File: src/rtl/inst_fetch_ctrl.sv
// inst_fetch_ctrl: direct-mapped instruction fetch buffer that refills misses from RAM.
// Sequential next-line prefetch is built only when INST_PREFETCH_EN is defined.
module inst_fetch_ctrl #(
   parameter int                ADDR_W   = 16,
   parameter int                DATA_W   = 16,
   parameter int                IDX_W    = 3,
   parameter logic [DATA_W-1:0] NOP_WORD = 16'h0800
) (
   input  logic              clk,
   input  logic              rst,
   input  logic [ADDR_W-1:0] addr,
   output logic [DATA_W-1:0] data,
   output logic              work_done,
   input  logic              flush,
   output logic              ram_req,
   output logic [ADDR_W-1:0] ram_addr,
   input  logic              ram_ack,
   input  logic [DATA_W-1:0] ram_data
);
   localparam int N     = 1 << IDX_W;
   localparam int TAG_W = ADDR_W - IDX_W;

`ifdef INST_PREFETCH_EN
   typedef enum logic [1:0] {IDLE, FETCH, PREF} state_t;
`else
   typedef enum logic [1:0] {IDLE, FETCH} state_t;
`endif

   state_t            state_q, state_d;
   logic [N-1:0]      valid_q, valid_d;
   logic [TAG_W-1:0]  tag_q [N];
   logic [DATA_W-1:0] word_q [N];
   logic [ADDR_W-1:0] fill_addr_q, fill_addr_d;
   logic              req_q, req_d;
   logic              stale_q, stale_d;
   logic [IDX_W-1:0]  idx, fidx;
   logic              hit, wr;

   assign idx       = addr[IDX_W-1:0];
   assign fidx      = fill_addr_q[IDX_W-1:0];
   assign hit       = valid_q[idx] && (tag_q[idx] == addr[ADDR_W-1:IDX_W]);
   assign data      = hit ? word_q[idx] : NOP_WORD;
   assign work_done = hit;
   assign ram_req   = req_q;
   assign ram_addr  = fill_addr_q;
   // A flush in the ack cycle or any earlier point of the fill discards the returned word
   assign wr        = (state_q != IDLE) && ram_ack && !stale_q && !flush;

`ifdef INST_PREFETCH_EN
   logic [ADDR_W-1:0] last_q, last_d, pf_addr;
   logic [IDX_W-1:0]  pidx;
   logic              pf_pend_q, pf_pend_d, pf_hit;

   assign pf_addr = last_q + ADDR_W'(1);
   assign pidx    = pf_addr[IDX_W-1:0];
   assign pf_hit  = valid_q[pidx] && (tag_q[pidx] == pf_addr[ADDR_W-1:IDX_W]);
`endif

   always_comb begin
      state_d     = state_q;
      fill_addr_d = fill_addr_q;
      req_d       = req_q;
      stale_d     = stale_q | (flush && state_q != IDLE);
      valid_d     = flush ? '0 : valid_q;
`ifdef INST_PREFETCH_EN
      pf_pend_d   = pf_pend_q && !flush;
      last_d      = last_q;
`endif
      if (state_q == IDLE) begin
         if (!hit && !flush) begin
            state_d     = FETCH;
            fill_addr_d = addr;
            req_d       = 1'b1;
            stale_d     = 1'b0;
         end
`ifdef INST_PREFETCH_EN
         // One prefetch attempt per demand fill, so a conflicting demand line cannot thrash
         else if (pf_pend_q && !flush) begin
            pf_pend_d = 1'b0;
            if (!pf_hit) begin
               state_d     = PREF;
               fill_addr_d = pf_addr;
               req_d       = 1'b1;
               stale_d     = 1'b0;
            end
         end
`endif
      end else if (ram_ack) begin
         state_d = IDLE;
         req_d   = 1'b0;
         stale_d = 1'b0;
      end
      if (wr) valid_d[fidx] = 1'b1;
`ifdef INST_PREFETCH_EN
      if (wr && state_q == FETCH) begin
         last_d    = fill_addr_q;
         pf_pend_d = 1'b1;
      end
`endif
   end

   always_ff @(posedge clk or negedge rst) begin
      if (!rst) begin
         state_q     <= IDLE;
         valid_q     <= '0;
         fill_addr_q <= '0;
         req_q       <= 1'b0;
         stale_q     <= 1'b0;
`ifdef INST_PREFETCH_EN
         pf_pend_q   <= 1'b0;
         last_q      <= '0;
`endif
         for (int i = 0; i < N; i++) begin
            tag_q[i]  <= '0;
            word_q[i] <= '0;
         end
      end else begin
         state_q     <= state_d;
         valid_q     <= valid_d;
         fill_addr_q <= fill_addr_d;
         req_q       <= req_d;
         stale_q     <= stale_d;
`ifdef INST_PREFETCH_EN
         pf_pend_q   <= pf_pend_d;
         last_q      <= last_d;
`endif
         if (wr) begin
            tag_q[fidx]  <= fill_addr_q[ADDR_W-1:IDX_W];
            word_q[fidx] <= ram_data;
         end
      end
   end
endmodule

File: config.mk
export PLATFORM = sky130hd
export DESIGN_NAME = inst_fetch_ctrl
export DESIGN_NICKNAME = d
export VERILOG_FILES = /design/src/rtl/inst_fetch_ctrl.sv
export SDC_FILE = /design/constraint.sdc
export NUM_CORES = 1
export LEC_CHECK = 0
export CORE_MARGIN = 5
export CORE_UTILIZATION = 50
export CTS_BUF_LIST = sky130_fd_sc_hd__clkbuf_2 sky130_fd_sc_hd__clkbuf_4 sky130_fd_sc_hd__clkbuf_8
export DETAILED_ROUTE_END_ITERATION = 7
export PLACE_DENSITY = 0.71
export SLEW_MARGIN = 20
export SYNTH_ARGS = -nofsm -noshare
export SYNTH_HDL_FRONTEND = slang
export SYNTH_SLANG_ARGS = --single-unit
File: constraint.sdc
create_clock -name clk -period 3.4 [get_ports clk]
set_input_delay 0.34 -clock clk [delete_from_list [all_inputs] [get_ports clk]]
set_output_delay 0.34 -clock clk [all_outputs]
set_load 0.01 [all_outputs]
==> impl_metrics.csv, run 1 <==
group,metric,value,unit
run_status,outcome,"finished, final reports clean",
clocking,cts_tree,"done",
sta,setup_viol,0,
hold_path,hold_end,"state_q[0]$_DFFE_PN0P_",
critical_path,r2r-end,"ram_addr[14]$_DFFE_PN0P_",
finish,stdcell_count,1202,
drt,routed_wl,26800,µm
global_routing,first_global_vias,7894,
power,irDropWorstVdd,0.398,mV
sta,worstMarginPinSlew,0.968,ns
critical_path,reg2reg_from,"tag_q[69]$_DFFE_PN0P_",
yosys,synth_edf_count,0,
sta,finalCriticalPeriod,3.32,ns
sta,final.setup_skew,0.0324,ns
sta,final-hold-violation-count,0,
hold_path,hp-class,"input pin to flip-flop",
power,p_total,10.5,mW
drt,vias,6861,
floorplan,die_x,163,µm
drt,drt-pass1-iter-count,4,
critical_path,worstPathRequired,3.06,ns
clocking,clkLatencyLatePin,0.55,ns
yosys,synth_ff_type,"dfrtp_1",
clocking,cts.sinks,258,
finish,diodes,0,
clocking,cts_made_buffers,43,
critical_path,max_stage_delay,0.48,ns
finish,final_cell_area,13900,µm²
hold_path,worstHoldPathCells,3,
floorplan,die_area,26600,µm²
clocking,root_buffer,"clkbuf_8",
floorplan,coreArea,23300,µm²
placement,port_buffers,69,
floorplan,ios,70,
drt,first_iter_violations,308,
sta,slew_violations,0,
clocking,path_clk_slew,0.06,ns
critical_path,critical_path.cell_chain,"mux4_2, nand2_1, nand2_1, xnor2_2, and4_4, nand4_1, buf_6, buf_12, a211o_1, dlygate4sd2_1",
drt,ant_nets,0,
finish,drive_gt1_frac,0.473,
global_routing,grt_pass1_wl,43400,µm
placement,dp.cells,1126,
sta,period_share,0.976,
finish,fillers,1830,
critical_path,worstPathMaxFanout,9,
hold_path,hold_path.startpoint,"ram_ack",
yosys,syn_inst,751,
power,leakagePower,6.52,nW
yosys,yosysWarnings,0,
critical_path,r2r_slack,0.54,ns
finish,layout_commonest_cell,"dfrtp_1",
placement,dp_hpwl,16800,µm
sta,setup-tns-final,0,ns
sta,fmax,0.301,GHz
yosys,yosys-top-cells-area,"dfrtp_1, mux2_2, mux4_2",
drt,wl_per_cell,22.3,µm
critical_path,crit_slowest_cell,"mux4_2",
power,powerDensity,754,nW/µm²
drt,drcViolationCount,0,
yosys,yosys.cell_types.count,41,
critical_path,crit_type,"flip-flop to output pin",
floorplan,start_util,0.503,
global_routing,gr-total-overflow,0,
critical_path,cp.arrival,2.98,ns
yosys,syn-num-nets,787,
yosys,ys_seq_elements,258,
critical_path,start_kind,"flip-flop",
run,cap_violations,0,
drt,via_per_inst,5.71,
finish,synthToLayoutAreaGrowth,18.7,%
placement,gp_congestion,0.769,
yosys,syn_avg_cell_area,15.6,µm²
global_routing,grt_max_degree,114,
critical_path,cp_common_cell,"nand2_1",
critical_path,end_kind,"output pin",
finish,final_cell_mix,"dfrtp_1, mux2_2, clkbuf_8, clkdlybuf4s50_1, mux4_2",
yosys,synth_area,11700,µm²
yosys,synthArstFlopShare,1.00,
yosys,seq_area_frac_synth,0.551,
clocking,htreeDepth,2,
critical_path,worst_r2r_path_depth,8,
finish,nNetsFinal,893,
floorplan,rows,56,
yosys,synth_top_area_share,0.551,
floorplan,die_h,163,µm
global_routing,grt_use_total,0.208,
finish,multiInputGateArea,5030,µm²
yosys,synth_top_area_cell,"dfrtp_1",
clocking,clock_path_buffers,3,
finish,utilization,0.597,
global_routing,antenna_found_initial,0,
placement,postPlaceCellArea,12900,µm²
sta,maxSlewHeadroom,0.355,
finish,seqCellArea,6460,µm²
-- stage by stage --
step | setup WS [ns] | hold WS (ns)
floorplan | 0.527 | 0.0444
global placement | 0.0215 | 0.460
detailed placement | -0.00830 | 0.468
CTS | 0.0402 | 0.365
global route | -0.0361 | 0.399
finish | 0.0805 | 0.387
-- logic make-up (layout without fill, tap and decap cells) --
| family | after synthesis | in the layout | synth area share |
|---|---|---|---|
| flops | 258 | 258 | 0.551 |
| xor+xnor | 9 | 9 | 0.00673 |
| buf+inv | 54 | 186 | 0.0206 |
| compound gates | 24 | 24 | 0.0157 |
| simple gates | 69 | 69 | 0.0293 |
| mux | 337 | 337 | 0.376 |
-- synthesized netlist by cell type (7+ instances only) --
master,instances
mux4_2,45
mux2_4,8
inv_1,7
mux2i_1,34
mux2_2,242
buf_2,10
mux4_1,7
nand2_1,16
dfrtp_1,258
nor2_1,20
clkbuf_1,32
-- timing repair --
item / 4_1_cts / 5_1_grt
buffers inserted: 0 / 3
pin swaps: 1 / 6
endpoints found under the setup margin: 17 / 8
gates cloned: 0 / 1
hold buffers: 1 / 0
hold endpoints to repair: 109 / 0
gates resized for setup: 18 / 6
-- area by class of cell --
type                            instances  area share
Tap cell                              319      0.0287
Clock inverter                          3     0.00333
Sequential cell                       258       0.465
Clock buffer                           68      0.0611
Inverter                                7     0.00189
Multi-Input combinational cell        439       0.362
Timing Repair Buffer                  108      0.0785
-- metal layers --
| layer | track usage | part of all wire | vias up | routed length (µm) |
|---|---|---|---|---|
| li1 | - | - | 2987 | - |
| met1 | 0.272 | 0.42 | 3634 | 11200 |
| met2 | 0.352 | 0.50 | 182 | 13400 |
| met3 | 0.0439 | 0.059 | 58 | 1570 |
| met4 | 0.0625 | 0.024 | 0 | 630 |
| met5 | 0 | 0 | - | 0 |
-- worst max-delay path, delay by kind of cell, from the launching register on --
kind	cells	cell delay [ns]
muxes	1	0.48
and+or+nand+nor	4	0.54
buffers and inverters	3	0.60
DFF	1	0.40
xor gates and xnor gates	1	0.17
AOI/OAI and AO/OA	1	0.22
-- flip-flops by register name, indices dropped and copies added, names as in the netlist --
register	cells
ram_addr	16
state_q	1
stale_q	1
tag_q	104
word_q	128
valid_q	8
-- how the worst max path moves through the flow --
stage	startpoint	cells past startpoint	slack, ns	to
floorplan	addr[0]	9	0.53	data[10]
global placement	addr[1]	11	0.02	data[11]
detailed placement	addr[1]	11	-0.008	data[11]
CTS	tag_q[56]$_DFFE_PN0P_	9	0.04	data[11]
global route	tag_q[69]$_DFFE_PN0P_	10	-0.04	data[11]
finish	tag_q[1]$_DFFE_PN0P_	10	0.08	data[11]
-- report_power, final --
part           leakage [nW]  switching (mW)  total (mW)  internal (mW)
Sequential             3.36           0.743        5.10           4.36
Combinational          2.68           0.851        2.55           1.70
Clock                 0.471            1.18        2.83           1.65
Total                  6.52            2.77        10.5           7.70
Note: power is estimated with default switching activity, not from simulation.
==> inputs of run 2 (changes only) <==
--- a/config.mk
+++ b/config.mk
@@ -5,6 +5,8 @@
 export SDC_FILE = /design/constraint.sdc
 export NUM_CORES = 1
 export LEC_CHECK = 0
+export ABC_CLOCK_PERIOD_IN_PS = 3400
+export CORE_ASPECT_RATIO = 1.2
 export CORE_MARGIN = 5
 export CORE_UTILIZATION = 50
 export CTS_BUF_LIST = sky130_fd_sc_hd__clkbuf_2 sky130_fd_sc_hd__clkbuf_4 sky130_fd_sc_hd__clkbuf_8
==> run 2 against run 1 <==
- cell count grew 0.17%
- clock skew decreased by 0.014 ns
- critical path depth did not move
- largest cell class unchanged
==> impl_metrics.csv, run 2 (same netlist as run 1, synthesis figures left out) <==
group,metric,value,unit
sta,slew_violations,0,
placement,dp_hpwl,17200,µm
power,combPwrFrac,0.244,
sta,finalCriticalPeriod,3.23,ns
drt,drt-pass1-iter-count,4,
finish,synthToLayoutAreaGrowth,18.2,%
hold_path,worstHoldPathCells,3,
critical_path,reg2reg_from,"tag_q[56]$_DFFE_PN0P_",
clocking,cts_made_buffers,43,
run_status,outcome,"finished, final reports clean",
finish,nNetsFinal,894,
drt,first_iter_violations,305,
critical_path,start_kind,"flip-flop",
power,pwr-share-clk,0.265,
global_routing,antenna_found_initial,0,
critical_path,path_delay_family,"simple AND/OR/NAND/NOR gates",
power,p_int,7.61,mW
critical_path,crit_type,"flip-flop to output pin",
sta,period_share,0.951,
critical_path,cp_common_cell,"buf_12",
power,leakagePower,6.48,nW
clocking,path_clk_slew,0.06,ns
placement,gp_congestion,0.763,
hold_path,hold_end,"ram_addr[2]$_DFFE_PN0P_",
power,irDropWorstVdd,0.340,mV
placement,port_buffers,69,
drt,ant_nets,0,
sta,maxSlewHeadroom,0.441,
clocking,clock_path_buffers,3,
global_routing,grt_use_total,0.207,
hold_path,hold_path.startpoint,"addr[2]",
floorplan,start_util,0.506,
critical_path,r2r_slack,0.68,ns
global_routing,gr-total-overflow,0,
placement,postPlaceCellArea,12900,µm²
critical_path,max_stage_delay,0.46,ns
sta,rsz0062_at_grt,"no",
floorplan,die_h,178,µm
critical_path,worst_r2r_path_depth,9,
global_routing,first_global_vias,7719,
critical_path,cp.arrival,2.89,ns
finish,final_cell_area,13800,µm²
drt,drcViolationCount,0,
drt,vias,6804,
sta,setup-tns-final,0,ns
finish,drive_gt1_frac,0.487,
sta,worstMarginPinSlew,0.838,ns
power,p_sw_frac,0.268,
power,power_switching,2.79,mW
clocking,root_buffer,"clkbuf_8",
critical_path,r2r-end,"ram_addr[12]$_DFFE_PN0P_",
finish,utilization,0.599,
sta,fmax,0.309,GHz
critical_path,critPathBufInv,3,
clocking,htreeDepth,2,
critical_path,critical_path.cell_chain,"mux4_2, nand2b_1, nand2_1, xnor2_1, and4_4, nand4_1, buf_12, buf_12, nor2_1, clkdlybuf4s15_1",
critical_path,worstPathRequired,3.06,ns
floorplan,coreArea,23100,µm²
global_routing,grt_max_degree,110,
sta,final-hold-violation-count,0,
finish,layout_commonest_cell,"dfrtp_1",
floorplan,die_area,26600,µm²
floorplan,rows,61,
floorplan,die_x,150,µm
critical_path,end_kind,"output pin",
clocking,clkLatencyLatePin,0.53,ns
run,cap_violations,0,
power,p_seq_frac,0.490,
finish,diodes,0,
drt,via_per_inst,5.65,
power,powerDensity,752,nW/µm²
finish,top_register,"word_q",
floorplan,ios,70,
drt,wl_per_cell,22.0,µm
finish,largest_reg_flops,128,
clocking,cts_tree,"done",
clocking,cts.sinks,258,
drt,routed_wl,26500,µm
critical_path,worstPathMaxFanout,8,
global_routing,grt_pass1_wl,42800,µm
finish,final_cell_mix,"dfrtp_1, mux2_2, clkbuf_8, clkdlybuf4s50_1, mux4_2",
sta,final.setup_skew,0.0180,ns
hold_path,hp-class,"input pin to flip-flop",
sta,setup_viol,0,
critical_path,crit_slowest_cell,"mux4_2",
run 2: cell types whose count changed in the layout (fill, tap and decap cells not counted), moves of 2 or more:
cell / change
xnor2_2: -2
clkbuf_2: +10
clkdlybuf4s15_1: +3
buf_4: +2
clkinv_2: +9
dlygate4sd2_1: -14
xnor2_1: +2
clkbuf_4: -4
run 2: metal layers:
layer / GRT usage / vias to the layer above / wire (µm)
li1: - / 2987 / -
met1: 0.259 / 3616 / 10700
met2: 0.364 / 154 / 14000
met3: 0.0465 / 47 / 1280
met4: 0.0557 / 0 / 495
met5: 0 / - / 0
run 2: area by class of cell:
type	count	area (µm²)
Fill cell	1756	9280
Sequential cell	258	6460
Multi-Input combinational cell	439	5010
Timing Repair Buffer	109	1060
Clock buffer	65	832
Tap cell	315	394
Clock inverter	11	60.1
Inverter	7	26.3
run 2: tightest hold or removal path: stages:
cell and delay [ns]:
buf_2 0.11, buf_4 0.25, mux2_2 0.20
run 2: timing repair:
item | in CTS | in global routing
setup buffers | 0 | 4
resized for setup | 18 | 27
endpoints found under the setup margin | 17 | 5
pin swaps | 0 | 4
hold buffers | 1 | 0
hold endpoints to repair | 105 | 0
run 2: how the worst max path moves through the flow:
stage	start	end	depth (start not counted)
2_1_floorplan	addr[0]	data[10]	9
3_3_place_gp	addr[0]	data[11]	10
3_5_place_dp	addr[0]	data[11]	10
4_1_cts	tag_q[60]$_DFFE_PN0P_	work_done	9
5_1_grt	tag_q[56]$_DFFE_PN0P_	data[9]	10
6_report	tag_q[63]$_DFFE_PN0P_	data[5]	10
run 2: through the flow:
stage	setup WS [ns]	instances	total power [mW]	hold slack, ns
global placement	0.0773	1123	7.44	0.446
global route	0.00540	1204	11.0	0.410
detailed placement	0.0359	1123	7.69	0.468
finish	0.166	1204	10.4	0.419
floorplan	0.527	751	6.84	0.0444
CTS	0.00206	1200	10.5	0.364
run 2: power by group through the flow:
| stage | logic, mW | registers (mW) | clock network (mW) |
|---|---|---|---|
| finish | 2.54 | 5.10 | 2.76 |
| global route | 2.77 | 5.26 | 2.98 |
| CTS | 2.56 | 5.09 | 2.85 |
| detailed placement | 2.55 | 5.14 | 0 |
| global placement | 2.43 | 5.01 | 0 |
| floorplan | 1.97 | 4.86 | 0 |
